`config.mk`:
```
export PLATFORM = sky130hd
export DESIGN_NAME = id_ex_stage_reg
export DESIGN_NICKNAME = d
export VERILOG_FILES = /design/src/rtl/pipe_pkg.sv /design/src/rtl/load_use_detect.sv /design/src/rtl/id_ex_stage_reg.sv
export SDC_FILE = /design/constraint.sdc
export NUM_CORES = 1
export LEC_CHECK = 0
export CAP_MARGIN = 20
export CORE_AREA = 5 5 149 151
export CTS_BUF_LIST = sky130_fd_sc_hd__clkbuf_8
export CTS_CLUSTER_DIAMETER = 60
export DETAILED_ROUTE_END_ITERATION = 7
export DIE_AREA = 0 0 154 156
export PLACE_DENSITY = 0.75
export SYNTH_ARGS = -nofsm -noshare
export SYNTH_HDL_FRONTEND = slang
export SYNTH_HIERARCHICAL = 1
export SYNTH_SLANG_ARGS = --single-unit
```
`constraint.sdc`:
```
create_clock -name clk_i -period 2 [get_ports clk_i]
set_input_delay 0.6 -clock clk_i [delete_from_list [all_inputs] [get_ports clk_i]]
set_output_delay 0.6 -clock clk_i [all_outputs]
set_load 0.005 [all_outputs]
```
`src/rtl/pipe_pkg.sv`:
```
// Shared pipeline definitions: control-vector bit positions,
// ALUOp encodings, the x0 index and the bubble control word.
package pipe_pkg;

  localparam int CTRL_W_DEF = 7;

  localparam int CTRL_REGWRITE = 6;
  localparam int CTRL_MEMTOREG = 5;
  localparam int CTRL_MEMREAD  = 4;
  localparam int CTRL_MEMWRITE = 3;
  localparam int CTRL_ALUOP_HI = 2;
  localparam int CTRL_ALUOP_LO = 1;
  localparam int CTRL_ALUSRC   = 0;

  typedef enum logic [1:0] {
    ALUOP_ADD    = 2'b00,
    ALUOP_BRANCH = 2'b01,
    ALUOP_RTYPE  = 2'b10,
    ALUOP_ITYPE  = 2'b11
  } aluop_e;

  localparam logic [4:0] REG_ZERO = 5'd0;

  localparam logic [CTRL_W_DEF-1:0] CTRL_BUBBLE = '0;

  localparam logic [31:0] CNT_MAX = 32'hFFFF_FFFF;

endpackage

```
`src/rtl/load_use_detect.sv`:
```
// Combinational load-use hazard check between the instruction in EX
// and the one waiting in ID.
module load_use_detect
  import pipe_pkg::*;
#(
  parameter int RAW = 5
) (
  input  logic           ex_valid_i,
  input  logic           ex_memread_i,
  input  logic [RAW-1:0] ex_rd_i,
  input  logic           id_valid_i,
  input  logic [RAW-1:0] id_rs1_i,
  input  logic [RAW-1:0] id_rs2_i,
  input  logic           id_rs1_used_i,
  input  logic           id_rs2_used_i,
  output logic           hz_o
);

  logic ex_load;
  logic rs1_hit;
  logic rs2_hit;

  always_comb begin
    ex_load = ex_valid_i & ex_memread_i
            & (ex_rd_i != RAW'(REG_ZERO));
    rs1_hit = id_rs1_used_i & (id_rs1_i == ex_rd_i);
    rs2_hit = id_rs2_used_i & (id_rs2_i == ex_rd_i);
    hz_o    = ex_load & id_valid_i & (rs1_hit | rs2_hit);
  end

endmodule

```
`src/rtl/id_ex_stage_reg.sv`:
```
// ID/EX pipeline register with built-in load-use stall and bubble.
// Optional counters enabled by `define HAZARD_STATS_EN.
module id_ex_stage_reg
  import pipe_pkg::*;
#(
  parameter int XLEN   = 32,
  parameter int RAW    = 5,
  parameter int CTRL_W = 7
) (
  input  logic              clk_i,
  input  logic              rst_i,
  input  logic              hold_i,
  input  logic              flush_i,
  input  logic              id_valid_i,
  input  logic [RAW-1:0]    id_rs1_i,
  input  logic [RAW-1:0]    id_rs2_i,
  input  logic [RAW-1:0]    id_rd_i,
  input  logic              id_rs1_used_i,
  input  logic              id_rs2_used_i,
  input  logic [XLEN-1:0]   id_rs1_data_i,
  input  logic [XLEN-1:0]   id_rs2_data_i,
  input  logic [XLEN-1:0]   id_imm_i,
  input  logic [XLEN-1:0]   id_pc_i,
  input  logic [9:0]        id_funct_i,
  input  logic [CTRL_W-1:0] id_ctrl_i,
  output logic              stall_o,
  output logic              IDEX_Valid,
  output logic [RAW-1:0]    IDEX_Rs1,
  output logic [RAW-1:0]    IDEX_Rs2,
  output logic [RAW-1:0]    IDEX_Rd,
  output logic [XLEN-1:0]   IDEX_Rs1Data,
  output logic [XLEN-1:0]   IDEX_Rs2Data,
  output logic [XLEN-1:0]   IDEX_Imm,
  output logic [XLEN-1:0]   IDEX_PC,
  output logic [9:0]        IDEX_Funct,
  output logic [CTRL_W-1:0] IDEX_Ctrl,
  output logic [31:0]       bubble_cnt_o,
  output logic [31:0]       flush_cnt_o
);

  logic              valid_q, valid_d;
  logic [RAW-1:0]    rs1_q, rs1_d;
  logic [RAW-1:0]    rs2_q, rs2_d;
  logic [RAW-1:0]    rd_q, rd_d;
  logic [XLEN-1:0]   rs1_data_q, rs1_data_d;
  logic [XLEN-1:0]   rs2_data_q, rs2_data_d;
  logic [XLEN-1:0]   imm_q, imm_d;
  logic [XLEN-1:0]   pc_q, pc_d;
  logic [9:0]        funct_q, funct_d;
  logic [CTRL_W-1:0] ctrl_q, ctrl_d;

  logic hz;
  logic load_bubble;
  logic flush_bubble;

  load_use_detect #(
    .RAW (RAW)
  ) u_lud (
    .ex_valid_i    (valid_q),
    .ex_memread_i  (ctrl_q[CTRL_MEMREAD]),
    .ex_rd_i       (rd_q),
    .id_valid_i    (id_valid_i),
    .id_rs1_i      (id_rs1_i),
    .id_rs2_i      (id_rs2_i),
    .id_rs1_used_i (id_rs1_used_i),
    .id_rs2_used_i (id_rs2_used_i),
    .hz_o          (hz)
  );

  // Flush outranks the hazard: a squashed instruction needs no replay.
  always_comb begin
    flush_bubble = ~hold_i & flush_i;
    load_bubble  = ~hold_i & ~flush_i & hz;
    stall_o      = load_bubble;
  end

  always_comb begin
    valid_d    = valid_q;
    rs1_d      = rs1_q;
    rs2_d      = rs2_q;
    rd_d       = rd_q;
    rs1_data_d = rs1_data_q;
    rs2_data_d = rs2_data_q;
    imm_d      = imm_q;
    pc_d       = pc_q;
    funct_d    = funct_q;
    ctrl_d     = ctrl_q;
    if (hold_i) begin
      valid_d = valid_q;
    end else if (flush_bubble || load_bubble) begin
      valid_d    = 1'b0;
      rs1_d      = '0;
      rs2_d      = '0;
      rd_d       = '0;
      rs1_data_d = '0;
      rs2_data_d = '0;
      imm_d      = '0;
      pc_d       = '0;
      funct_d    = '0;
      ctrl_d     = CTRL_W'(CTRL_BUBBLE);
    end else begin
      valid_d    = id_valid_i;
      rs1_d      = id_rs1_i;
      rs2_d      = id_rs2_i;
      rd_d       = id_rd_i;
      rs1_data_d = id_rs1_data_i;
      rs2_data_d = id_rs2_data_i;
      imm_d      = id_imm_i;
      pc_d       = id_pc_i;
      funct_d    = id_funct_i;
      ctrl_d     = id_valid_i ? id_ctrl_i
                              : CTRL_W'(CTRL_BUBBLE);
    end
  end

  always_ff @(posedge clk_i) begin
    if (rst_i) begin
      valid_q    <= 1'b0;
      rs1_q      <= '0;
      rs2_q      <= '0;
      rd_q       <= '0;
      rs1_data_q <= '0;
      rs2_data_q <= '0;
      imm_q      <= '0;
      pc_q       <= '0;
      funct_q    <= '0;
      ctrl_q     <= '0;
    end else begin
      valid_q    <= valid_d;
      rs1_q      <= rs1_d;
      rs2_q      <= rs2_d;
      rd_q       <= rd_d;
      rs1_data_q <= rs1_data_d;
      rs2_data_q <= rs2_data_d;
      imm_q      <= imm_d;
      pc_q       <= pc_d;
      funct_q    <= funct_d;
      ctrl_q     <= ctrl_d;
    end
  end

  assign IDEX_Valid   = valid_q;
  assign IDEX_Rs1     = rs1_q;
  assign IDEX_Rs2     = rs2_q;
  assign IDEX_Rd      = rd_q;
  assign IDEX_Rs1Data = rs1_data_q;
  assign IDEX_Rs2Data = rs2_data_q;
  assign IDEX_Imm     = imm_q;
  assign IDEX_PC      = pc_q;
  assign IDEX_Funct   = funct_q;
  assign IDEX_Ctrl    = ctrl_q;

`ifdef HAZARD_STATS_EN
  logic [31:0] bubble_cnt_q, bubble_cnt_d;
  logic [31:0] flush_cnt_q, flush_cnt_d;

  // Counters saturate rather than wrap.
  always_comb begin
    bubble_cnt_d = bubble_cnt_q;
    flush_cnt_d  = flush_cnt_q;
    if (load_bubble && bubble_cnt_q != CNT_MAX)
      bubble_cnt_d = bubble_cnt_q + 32'd1;
    if (flush_bubble && flush_cnt_q != CNT_MAX)
      flush_cnt_d = flush_cnt_q + 32'd1;
  end

  always_ff @(posedge clk_i) begin
    if (rst_i) begin
      bubble_cnt_q <= '0;
      flush_cnt_q  <= '0;
    end else begin
      bubble_cnt_q <= bubble_cnt_d;
      flush_cnt_q  <= flush_cnt_d;
    end
  end

  assign bubble_cnt_o = bubble_cnt_q;
  assign flush_cnt_o  = flush_cnt_q;
`else
  assign bubble_cnt_o = '0;
  assign flush_cnt_o  = '0;
`endif

endmodule

```
* After elaboration in Yosys (flattened, before gate mapping)
Index checks and enable logic that the tools add are counted.
** Cells by class
- Equal/unequal tests :: 2
- Bitwise operators :: 12
- Reductions and logical operators :: 2
- Multiplexer cells :: 11
** Operators by type and width (count)
- two-way mux 32 bit :: 4
- two-way mux 5 bit :: 3
- two-way mux 7 bit :: 2
- equality test 5 bit :: 2
- two-way mux 10 bit :: 1
- bitwise AND 1 bit :: 9
- nonzero test 5 bit :: 1
- NOT 1 bit :: 2
- logical OR 1 bit :: 1
- two-way mux 1 bit :: 1
- OR 1 bit :: 1
** Word-level totals
- Output and inout bits :: 226
- Flip-flop bits (word level) :: 161
- Input port bits :: 167
- Word-level logic and storage cells :: 37

* Longest topological paths before layout
Gate-level depths: netlist (run 1).
- Depth after elaboration :: 7
- Depth in mapped cells :: 9
- Gate-level depth less buffers :: 6

* Cells and area by module
Netlist (run 1), hierarchy kept.
** Modules (own cells, without submodules)
- id_ex_stage_reg :: sequential area each 3223.1 um^2, instances 1, cells each 600, area each 6802.8 um^2
- load_use_detect :: sequential area each 0.0 um^2, instances 1, cells each 17, area each 131.4 um^2

* Worst setup path before layout (run 1)
No wires, ideal clock.
- Path kind :: input-to-output
- Start point :: input id_rs2_i[1]
- End point :: output stall_o
- Required time :: 1.400 ns
- Path slack :: -0.146 ns
- Cell stages on the path :: 5
- Path buffers :: 0
- Arrival :: 1.546 ns
- Cells stage by stage :: xor2_1 > nor4_1 > nand3_1 > a21oi_1 > nor3b_1
** Between the ends
- Word-level cells in the longest chain between the ends :: 5
** Ends and longest elaborated chain
- start, declared :: line id_ex_stage_reg.sv:16 : input logic [RAW-1:0] id_rs2_i,
- equality test 5 bit :: line load_use_detect.sv:27 : rs2_hit = id_rs2_used_i & (id_rs2_i == ex_rd_i);
- bitwise AND 1 bit :: line load_use_detect.sv:27
- OR 1 bit :: line load_use_detect.sv:28 : hz_o = ex_load & id_valid_i & (rs1_hit | rs2_hit);
- bitwise AND 1 bit :: line load_use_detect.sv:28
- via hz :: line id_ex_stage_reg.sv:52 : logic hz;
- bitwise AND 1 bit :: line id_ex_stage_reg.sv:73 : load_bubble = ~hold_i & ~flush_i & hz;
- end, declared :: line id_ex_stage_reg.sv:26 : output logic stall_o,
The timed path passes the listed nets, and every way through them passes these cells.

* Worst setup path after layout (run 1)
- Start point :: register rd_q[4] (netlist: IDEX_Rd[4])
- End point :: output stall_o
** Between the ends
- Word-level cells in the longest chain between the ends :: 5
- Elaborated cells on any way between the ends :: 10
- Classes of those cells :: 2 x eq/ne; 7 x bitwise; 1 x reduce/logical
** Ends and longest elaborated chain
- start, declared :: line id_ex_stage_reg.sv:44 : logic [RAW-1:0] rd_q, rd_d;
- start signal, assigned :: line id_ex_stage_reg.sv:132 : rd_q <= rd_d;
- equality test 5 bit, or another cell as far along :: line load_use_detect.sv:26 : rs1_hit = id_rs1_used_i & (id_rs1_i == ex_rd_i);
- bitwise AND 1 bit (on tied branches) :: line load_use_detect.sv:26, load_use_detect.sv:25, load_use_detect.sv:27
- OR 1 bit / bitwise AND 1 bit (equally long branches) :: line load_use_detect.sv:28
- bitwise AND 1 bit * :: line load_use_detect.sv:28
- via hz :: line id_ex_stage_reg.sv:52
- bitwise AND 1 bit * :: line id_ex_stage_reg.sv:73
Mark *: on every way through the listed nets, which the timed path passes. The rest lies on a longest branch.

==> results by group, run 1 <==
Status
  • Outcome: complete, but fails checks
  • Failing checks: negative setup slack

Final layout
  • Post-Layout Cell Count: 1263
  • Fillers: 1722
  • Antenna fix cells: 0
  • Most frequent cells in the layout: clkdlybuf4s50_1 (296), mux2i_1 (153), dfxtp_1 (149)
  • Final instance area: 12090 um2
  • Fin nets: 1142
  • Storage element area: 3246 um2
  • Most common cell after layout, fill and taps aside: clkdlybuf4s50_1
  • Synthesis-to-finish area growth: 74.38%
  • Share of cells above drive strength 1: 28.44%
  • Area of the multi-input gates: 3882 um2

Synth
  • Synthesized area per cell: 11.24 um2
  • Mapped Cells: 617
  • Post-synthesis compound-gate area fraction: 1.425%
  • Largest family of logic cells by synthesized area: multiplexers
  • Flops & latches, synth: 161
  • Mux cell area share after synthesis: 22.09%
  • Post-synthesis simple-gate area fraction: 17.09%
  • XOR/XNOR share of the synthesized area: 1.263%
  • Area of the mapped netlist: 6934 um2
  • Adder-cell share of the synthesized area: 0%
  • Distinct cell type count of the synthesized netlist: 23
  • YS warnings: 6
  • Seq/Total Area, Yosys: 46.48%

Place
  • DP Wirelength: 15750 um
  • Placed inst area: 10500 um2
  • Input/output buffers: 328
  • Cells after DPL: 1209
  • Routability cong.: 0.8017
  • Pre-CTS setup slack: -1375 ps

Floorplan
  • Initial Util: 33.51%
  • IO Pins: 393
  • Chip Width: 154 um
  • Die ar.: 24020 um2
  • Core area: 20690 um2
  • Row cnt: 53
  • DIE HEIGHT: 156 um

Timing
  • Worst Hold Margin: 479.0 ps
  • Final setup viols: 162
  • Final worst slack: -563.6 ps
  • Worst clock skew: 18.31 ps
  • Final period demand of the worst path: 2564 ps
  • Peak Freq: 0.3901 GHz
  • Crit share post-route: 128.2%
  • Setup repair after global routing missed its margin: true
  • Least-Margin Pin Slew: 680.1 ps
  • Slew headroom: 54.66%
  • Final hold vios: 0
  • Final Max Slew Viols: 0

Clock tree
  • Cts hold-fix bufs: 0
  • CTS tree: done
  • Root Driver: clkbuf_8
  • # clock sinks: 161
  • CTS Buf Count: 17
  • Clock Latency Late Sink: 450 ps
  • Clk buf depth: 2
  • H-Tree Depth: 4
  • Clock Pin Slew Worst Setup and Hold Paths: 90 ps

Routing
  • Vias/cell: 4.614
  • Final wirelength: 23290 um
  • Via count: 5827
  • Post-route ant nets: 0
  • DRT iter0 DRCs: 219
  • Avg WL per Cell: 18.44 um
  • Post-route DRC: 0
  • DR pass1 iterations: 4

Setup path
  • Critical Path Slowest Stage Cell: dfxtp_4
  • Worst Path Arrival: 1960 ps
  • Worst Path Required: 1400 ps
  • Critical-path cell list: buf_6, xor2_2, nor4_2, nand3_1, a21oi_2, nor3b_2, buf_2
  • WP buf/inv: 2
  • Setup crit start kind: register
  • Top cell family by delay on the critical path: simple AND/OR/NAND/NOR gates
  • CP Class: reg -> out
  • CP Capture Type: output port
  • Crit-path max FO: 3
  • Slowest stage delay, CP: 380 ps

Worst hold path
  • Hold WC Path Type: reg -> reg

Global route
  • GR Util All Layers: 18.23%
  • Grt total ovfl: 0
  • Pin count of the biggest net entering global routing: 82
  • Vias in the first global route: 6047
  • Initial antenna violation count: 0
  • Global-route wire length before repair: 34760 um

Power
  • LEAKAGE: 0.004986 uW
  • Total power: 7452 uW
  • Max VDD drop: 399.5 uV
  • Power per cell area: 616.3 nW/um2

Run
  • Max cap viols: 0
[through the flow]
step,TNS [ps],util (%)
finish,-19860,58.44
global route,-28650,58.44
CTS,-35340,57.72
detailed placement,-147620,50.74
global placement,-142240,50.74
floorplan,-316.9,-
[power by group]
part	internal, uW	switching, uW
Clock	1040	1300
Combinational	967	690
Sequential	3360	89.1
[path summary, 6_finish.rpt]
path                              from                         to  cells past startpoint  slack, ps
max            IDEX_Rd[4]$_SDFFE_PP0N_                    stall_o                      7       -560
min          IDEX_Ctrl[3]$_SDFFE_PP0N_  IDEX_Ctrl[3]$_SDFFE_PP0N_                      1        480
max reg2reg    IDEX_Rd[0]$_SDFFE_PP0N_    IDEX_Rd[4]$_SDFFE_PP0N_                     10       -220
min reg2reg  IDEX_Ctrl[3]$_SDFFE_PP0N_  IDEX_Ctrl[3]$_SDFFE_PP0N_                      1        480
[registers in the layout (all words and copies together) (netlist names)]
signal and flops:
IDEX_PC 32, IDEX_Imm 32, IDEX_Valid 1, IDEX_Funct 10
IDEX_Rs1Data 32, IDEX_Ctrl 7, IDEX_Rs1 5, IDEX_Rs2 5
IDEX_Rs2Data 32, IDEX_Rd 5
[area by class of cell]
type | instances | share of cell area, %
timing repair buffer | 393 | 35.08
multi-input combinational | 402 | 32.11
sequential | 161 | 26.84
tap | 275 | 2.846
clock buffer | 18 | 2.049
clock inverter | 14 | 1.076
[cells by family after synthesis]
group,count (synthesis)
and+or+nand+nor,164
DFF,161
muxes,153
buffers and inverters,117
AOI/OAI and AO/OA,11
xor gates and xnor gates,10
other,1
[routing by layer]
metal	GRT usage (%)	vias to the layer above	part of all wire [%]
li1	-	2774	-
met2	31.80	231	52
met5	0	-	0
met1	21.33	2785	39
met3	5.576	37	6.4
met4	6.182	0	2.6
[synthesized netlist by cell type]
| cell type | number | area share (%) |
|---|---|---|
| a21oi_1 | 2 | 0.14 |
| a32o_1 | 7 | 1.0 |
| buf_2 | 19 | 1.4 |
| buf_4 | 73 | 7.9 |
| buf_6 | 9 | 1.5 |
| clkbuf_1 | 16 | 0.87 |
| conb_1 | 1 | 0.054 |
| dfxtp_1 | 161 | 46 |
| mux2i_1 | 153 | 22 |
| nand2_1 | 1 | 0.054 |
| nand3_1 | 2 | 0.14 |
| nor2_1 | 1 | 0.054 |
| nor2b_1 | 1 | 0.090 |
| nor3_1 | 83 | 6.0 |
| nor3_2 | 70 | 10 |
| nor3b_1 | 2 | 0.22 |
| nor4_1 | 2 | 0.18 |
| o2111ai_1 | 1 | 0.13 |
| o21ba_1 | 1 | 0.14 |
| or4_1 | 1 | 0.11 |
| or4b_1 | 1 | 0.14 |
| xnor2_1 | 2 | 0.25 |
| xor2_1 | 8 | 1.0 |
[what timing repair did]
| item | 4_1_cts | 5_1_grt |
|---|---|---|
| endpoints found under the setup margin | 172 | 181 |
| gates cloned | 11 | 0 |
| gates resized for setup | 160 | 88 |
| pin swaps | 102 | 23 |
| buffers inserted | 17 | 11 |
Power figures use the tool's default switching activity.
==> run 2: changes to the inputs <==
--- a/config.mk
+++ b/config.mk
@@ -5,13 +5,15 @@
 export SDC_FILE = /design/constraint.sdc
 export NUM_CORES = 1
 export LEC_CHECK = 0
+export ABC_AREA = 1
 export CAP_MARGIN = 20
 export CORE_AREA = 5 5 149 151
 export CTS_BUF_LIST = sky130_fd_sc_hd__clkbuf_8
 export CTS_CLUSTER_DIAMETER = 60
 export DETAILED_ROUTE_END_ITERATION = 7
 export DIE_AREA = 0 0 154 156
-export PLACE_DENSITY = 0.75
+export PLACE_DENSITY = 0.7
+export SKIP_CTS_REPAIR_TIMING = 1
 export SYNTH_ARGS = -nofsm -noshare
 export SYNTH_HDL_FRONTEND = slang
 export SYNTH_HIERARCHICAL = 1
==> constraint.sdc (replaced) <==
create_clock -name clk_i -period 2.4 [get_ports clk_i]
set_input_delay 0.72 -clock clk_i [delete_from_list [all_inputs] [get_ports clk_i]]
set_output_delay 0.72 -clock clk_i [all_outputs]
set_load 0.005 [all_outputs]
==> run 2 against run 1 <==
  * Clock-buffer cell count unchanged
  * Sequential share of layout area up 4.7 points
  * Die area unchanged
  * Highest routed layer unchanged
  * Routed wire length down 1.2%
  * The run still ends with negative setup slack left
  * Via count up 14%
  * Sequential power down 18%
  * Sequential cell count unchanged
  * Worst hold slack worse by 13 ps
  * Critical path type is now in -> out
  * Combinational power down 45%
  * Worst setup slack better by 400 ps
  * Critical endpoint unchanged
==> results by group, run 2 <==
Synth
  • Synthesized area per cell: 7.770 um2
  • Synth area leaders: dfxtp_1 (49%), nand3_1 (12%), a21oi_1 (12%)
  • Post-synthesis simple-gate area fraction: 24.28%
  • FFs w/ async S/R, synth: 0%
  • Largest family of logic cells by synthesized area: simple AND/OR/NAND/NOR gates
  • Ys flop type: dfxtp_1
  • Post-synth top area share: 48.86%
  • Post-synthesis compound-gate area fraction: 12.50%
  • Post-synth EDFFs: 0
  • Largest area contributor in the netlist: dfxtp_1
  • Mapped Cells: 849
  • Mux cell area share after synthesis: 0%
  • Most numerous cell in the Yosys netlist: nand2_1
  • Seq/Total Area, Yosys: 48.86%
  • YS warnings: 6
  • Flops & latches, synth: 161
  • Adder-cell share of the synthesized area: 0%
  • XOR/XNOR share of the synthesized area: 0%
  • Area of the mapped netlist: 6596 um2
  • Commonest cells post-synth: nand2_1 (191), nand3_1 (163), a21oi_1 (162)
  • Distinct cell type count of the synthesized netlist: 18

Timing
  • Crit share post-route: 106.8%
  • Worst clock skew: 19.15 ps
  • Least-Margin Pin Slew: 727.4 ps
  • Final worst slack: -162.7 ps
  • Final hold vios: 0
  • Slew headroom: 51.51%
  • Final period demand of the worst path: 2563 ps
  • Peak Freq: 0.3902 GHz
  • Worst Hold Margin: 465.6 ps
  • Final setup viols: 1
  • Setup repair after global routing missed its margin: true
  • Final Max Slew Viols: 0

Clock tree
  • Clk buf depth: 2
  • # clock sinks: 161
  • Root Driver: clkbuf_8
  • CTS tree: done
  • Clock Pin Slew Worst Setup and Hold Paths: 80 ps
  • H-Tree Depth: 4
  • Clock Latency Late Sink: 450 ps
  • CTS Buf Count: 17

Floorplan
  • IO Pins: 393
  • Chip Width: 154 um
  • Die ar.: 24020 um2
  • DIE HEIGHT: 156 um
  • Core area: 20690 um2
  • Initial Util: 31.88%
  • Row cnt: 53

Final layout
  • Fillers: 2010
  • Most frequent cells in the layout: clkdlybuf4s50_1 (312), nand2_1 (189), nand3_1 (163)
  • Storage element area: 3237 um2
  • Synthesis-to-finish area growth: 55.63%
  • Antenna fix cells: 0
  • Fin nets: 1311
  • Share of cells above drive strength 1: 6.655%
  • Post-Layout Cell Count: 1432
  • Final instance area: 10270 um2
  • Most common cell after layout, fill and taps aside: clkdlybuf4s50_1
  • Area of the multi-input gates: 2691 um2

Place
  • Placed inst area: 9837 um2
  • Cells after DPL: 1399
  • Input/output buffers: 328
  • Routability cong.: 0.9003
  • DP Wirelength: 15920 um
  • Pre-CTS setup slack: -1015 ps

Worst hold path
  • Hold Crit Endpoint: IDEX_Imm[27]$_SDFFE_PP0N_
  • Hold WC Path Type: reg -> reg
  • Hold path startpoint: IDEX_Imm[27]$_SDFFE_PP0N_
  • Hold Path Depth: 2

Setup path
  • Worst Path Arrival: 1840 ps
  • WP buf/inv: 4
  • Crit-path most repeated cell: a21oi_2
  • Critical-path cell list: dlymetal6s2s_1, inv_1, nand2_1, a21oi_2, nand3_1, a21oi_2, buf_4, nor3b_4, buf_2
  • Critical Path Slowest Stage Cell: a21oi_2
  • Worst Path Required: 1680 ps
  • CP Capture Type: output port
  • Worst r2r path cells: 11
  • Top cell family by delay on the critical path: buffers and inverters
  • Slowest stage delay, CP: 190 ps
  • CP Class: in -> out
  • R2r endpoint: IDEX_Rs1[0]$_SDFFE_PP0N_
  • R2R setup slack: 410 ps
  • Setup crit start kind: input pin
  • Crit-path max FO: 3
  • Reg2reg start: IDEX_Rd[2]$_SDFFE_PP0N_

Global route
  • Grt total ovfl: 0
  • Initial antenna violation count: 0
  • Pin count of the biggest net entering global routing: 163
  • Global-route wire length before repair: 34420 um
  • GR Util All Layers: 17.78%
  • Vias in the first global route: 6214

Power
  • Max VDD drop: 287.8 uV
  • LEAKAGE: 0.003858 uW
  • Power per cell area: 550.3 nW/um2
  • Total power: 5650 uW

Run
  • Max cap viols: 0

Status
  • Outcome: complete, but fails checks
  • Failing checks: negative setup slack

Routing
  • Avg WL per Cell: 16.07 um
  • Post-route DRC: 0
  • Final wirelength: 23010 um
  • DR pass1 iterations: 4
  • Post-route ant nets: 0
  • Vias/cell: 4.642
  • DRT iter0 DRCs: 333
  • Via count: 6648
## run 2: changes by cell type after synthesis, moves of 10 or more
cell,previous run,this run
inv_1,0,15
nor3_1,83,0
nand2_1,1,191
a21oi_1,2,162
buf_4,73,83
nand3_1,2,163
mux2i_1,153,0
nor3_2,70,0
buf_2,19,34
## run 2: worst min-delay path, delay by kind of cell, from the launching register on
kind,cells,cell delay (ps)
DFF,1,310
AOI/OAI and AO/OA,1,60
and+or+nand+nor,1,60
## run 2: area by class of cell
type	instances	area share, %
flip-flops and latches	161	31.53
inverters	20	0.8288
multi-input cells	596	26.22
clock buffers	18	2.413
clock inverters	14	1.207
well taps	275	3.352
repair buffers	348	34.45
## run 2: worst max-delay path by stage
stage | from | end | cells after the start
after detailed placement | id_rs2_i[1] | stall_o | 10
after global placement | id_rs2_i[3] | stall_o | 10
after floorplan | id_rs2_i[1] | stall_o | 7
after CTS | id_rs2_i[1] | stall_o | 10
after global routing | IDEX_Rd[1]$_SDFFE_PP0N_ | stall_o | 9
final | id_rs1_i[4] | stall_o | 9
## run 2: where the power goes
group	leakage, uW	switching [uW]	internal [uW]
clock network	0.000183	1140	776
registers	0.00132	55.7	2770
logic	0.00236	396	514
## run 2: cells by family (layout without fill, tap and decap cells)
group                  Yosys count  count (layout)
flip-flops                     161             161
AND/OR/NAND/NOR                368             368
buffers and inverters          155             400
AO/OA/AOI/OAI                  164             164
other                            1              64
## run 2: layer usage
| layer | part of all wire, % | routed length (um) | GRT usage, % | vias up |
|---|---|---|---|---|
| met3 | 9.4 | 2166 | 7.323 | 21 |
| met2 | 49 | 11380 | 30.18 | 275 |
| met1 | 40 | 9119 | 20.90 | 3080 |
| li1 | - | - | - | 3272 |
| met4 | 1.5 | 348 | 4.668 | 0 |
| met5 | 0 | 0 | 0 | - |
## run 2: stage by stage
step / setup TNS [ps] / utilization (%)
final: -162.7 / 49.62
after global routing: -298.0 / 49.62
after CTS: -1040 / 49.34
after detailed placement: -24180 / 47.54
after global placement: -21170 / 47.54
after floorplan: 0 / -
==> run 3: changes to the inputs <==
--- a/config.mk
+++ b/config.mk
@@ -7,13 +7,14 @@
 export LEC_CHECK = 0
 export ABC_AREA = 1
 export CAP_MARGIN = 20
-export CORE_AREA = 5 5 149 151
+export CORE_AREA = 5 5 148 150
 export CTS_BUF_LIST = sky130_fd_sc_hd__clkbuf_8
 export CTS_CLUSTER_DIAMETER = 60
 export DETAILED_ROUTE_END_ITERATION = 7
-export DIE_AREA = 0 0 154 156
-export PLACE_DENSITY = 0.7
+export DIE_AREA = 0 0 153 155
+export PLACE_DENSITY = 0.71
 export SKIP_CTS_REPAIR_TIMING = 1
+export SLEW_MARGIN = 20
 export SYNTH_ARGS = -nofsm -noshare
 export SYNTH_HDL_FRONTEND = slang
 export SYNTH_HIERARCHICAL = 1
==> constraint.sdc (replaced) <==
create_clock -name clk_i -period 3.1 [get_ports clk_i]
set_input_delay 0.93 -clock clk_i [delete_from_list [all_inputs] [get_ports clk_i]]
set_output_delay 0.93 -clock clk_i [all_outputs]
set_load 0.005 [all_outputs]
==> run 3 against run 2 <==
  * The run now ends clean
  * First-iteration DRC count shrank 6.0%
  * Global-route usage down 0.45 points
  * Power shrank 22%
==> results by group, run 3 (synthesized netlist as in run 2, its figures left out) <==
Setup path
  • CP Class: in -> out
  • CP Capture Type: output port
  • Crit-path max FO: 3
  • Worst Path Arrival: 2030 ps
  • Worst Path Required: 2170 ps
  • Setup crit start kind: input pin

Clock tree
  • H-Tree Depth: 4
  • CTS Buf Count: 17
  • Clock Latency Late Sink: 450 ps
  • Root Driver: clkbuf_8
  • Clk buf depth: 2
  • # clock sinks: 161
  • Clock Pin Slew Worst Setup and Hold Paths: 80 ps
  • CTS tree: done

Floorplan
  • Core area: 20560 um2
  • Die ar.: 23720 um2
  • DIE HEIGHT: 155 um
  • Row cnt: 53
  • IO Pins: 393
  • Initial Util: 32.09%
  • Chip Width: 153 um

Timing
  • Final setup viols: 0
  • Peak Freq: 0.3373 GHz
  • Worst clock skew: 15.33 ps
  • Final Max Slew Viols: 0
  • Crit share post-route: 95.63%
  • Least-Margin Pin Slew: 861.3 ps
  • Final worst slack: 135.6 ps
  • Final period demand of the worst path: 2964 ps
  • Slew headroom: 42.58%
  • Setup repair after global routing missed its margin: false
  • Final hold vios: 0

Place
  • DP Wirelength: 15050 um
  • Pre-CTS setup slack: -707.1 ps
  • Routability cong.: 0.8388
  • Input/output buffers: 328

Routing
  • DR pass1 iterations: 4
  • Post-route ant nets: 0
  • Via count: 6541
  • Post-route DRC: 0
  • DRT iter0 DRCs: 313
  • Vias/cell: 4.581
  • Avg WL per Cell: 15.44 um
  • Final wirelength: 22040 um

Worst hold path
  • Hold WC Path Type: reg -> reg

Global route
  • Global-route wire length before repair: 33620 um
  • GR Util All Layers: 17.33%
  • Initial antenna violation count: 3
  • Grt total ovfl: 0
  • Pin count of the biggest net entering global routing: 163
  • Vias in the first global route: 6329

Final layout
  • Fin nets: 1305
  • Area of the multi-input gates: 2683 um2
  • Most common cell after layout, fill and taps aside: clkdlybuf4s50_1
  • Synthesis-to-finish area growth: 54.67%
  • Fillers: 2028
  • Most frequent cells in the layout: clkdlybuf4s50_1 (312), nand2_1 (191), nand3_1 (163)
  • Utilization after layout: 49.63%
  • Storage element area: 3223 um2
  • Share of cells above drive strength 1: 5.130%

Power
  • Power per cell area: 431.4 nW/um2
  • Max VDD drop: 217.9 uV
  • LEAKAGE: 0.003836 uW
  • Total power: 4401 uW

Status
  • Outcome: finished, final reports clean

Run
  • Max cap viols: 0
==> run 3: layer usage <==
metal	global-route usage [%]	part of all wire, %	wire length (um)
met1	19.87	41	9013
met2	28.54	47	10310
met3	7.316	9.6	2107
met4	7.340	2.8	610
met5	0	0	0
==> run 3: critical path, cell delays in order <==
cell and delay, ps:
dlymetal6s2s_1 150, inv_1 60, nand2_1 50, a21oi_1 120, nand3_1 110, a21oi_2 170
buf_4 150, nor3b_4 170, clkbuf_2 130
==> run 3: report_power, final <==
| part | switching [uW] | total (uW) | internal (uW) |
|---|---|---|---|
| clock | 863 | 1520 | 658 |
| sequential | 41.4 | 2190 | 2150 |
| combinational | 301 | 694 | 393 |
==> run 3: path summary, 6_finish.rpt <==
kind / depth (start not counted) / endpoint / from / slack [ps]
hold reg to reg: 2 / IDEX_Rs1Data[26]$_SDFFE_PP0N_ / IDEX_Rs1Data[26]$_SDFFE_PP0N_ / 460
hold / removal: 2 / IDEX_Rs1Data[26]$_SDFFE_PP0N_ / IDEX_Rs1Data[26]$_SDFFE_PP0N_ / 460
setup / recovery: 9 / stall_o / id_rs1_i[4] / 140
setup reg to reg: 12 / IDEX_Imm[14]$_SDFFE_PP0N_ / IDEX_Rd[3]$_SDFFE_PP0N_ / 1010
==> run 3: through the flow <==
stage	std cells	cell area [um2]	hold WS, ps	TNS (ps)
floorplan	912	6833	452.7	0
global placement	1393	9779	445.0	-662.4
detailed placement	1393	9779	449.4	-707.1
CTS	1424	10160	462.8	-728.4
global route	1428	10200	477.9	0
finish	1428	10200	460.1	0
==> run 3: layout make-up <==
cell class	instances	share of cell area [%]
antenna	3	0.07358
timing repair buffer	342	34.22
sequential	161	31.59
multi-input combinational	596	26.29
tap	275	3.373
inverter	20	0.7604
clock inverter	14	1.398
clock buffer	17	2.293
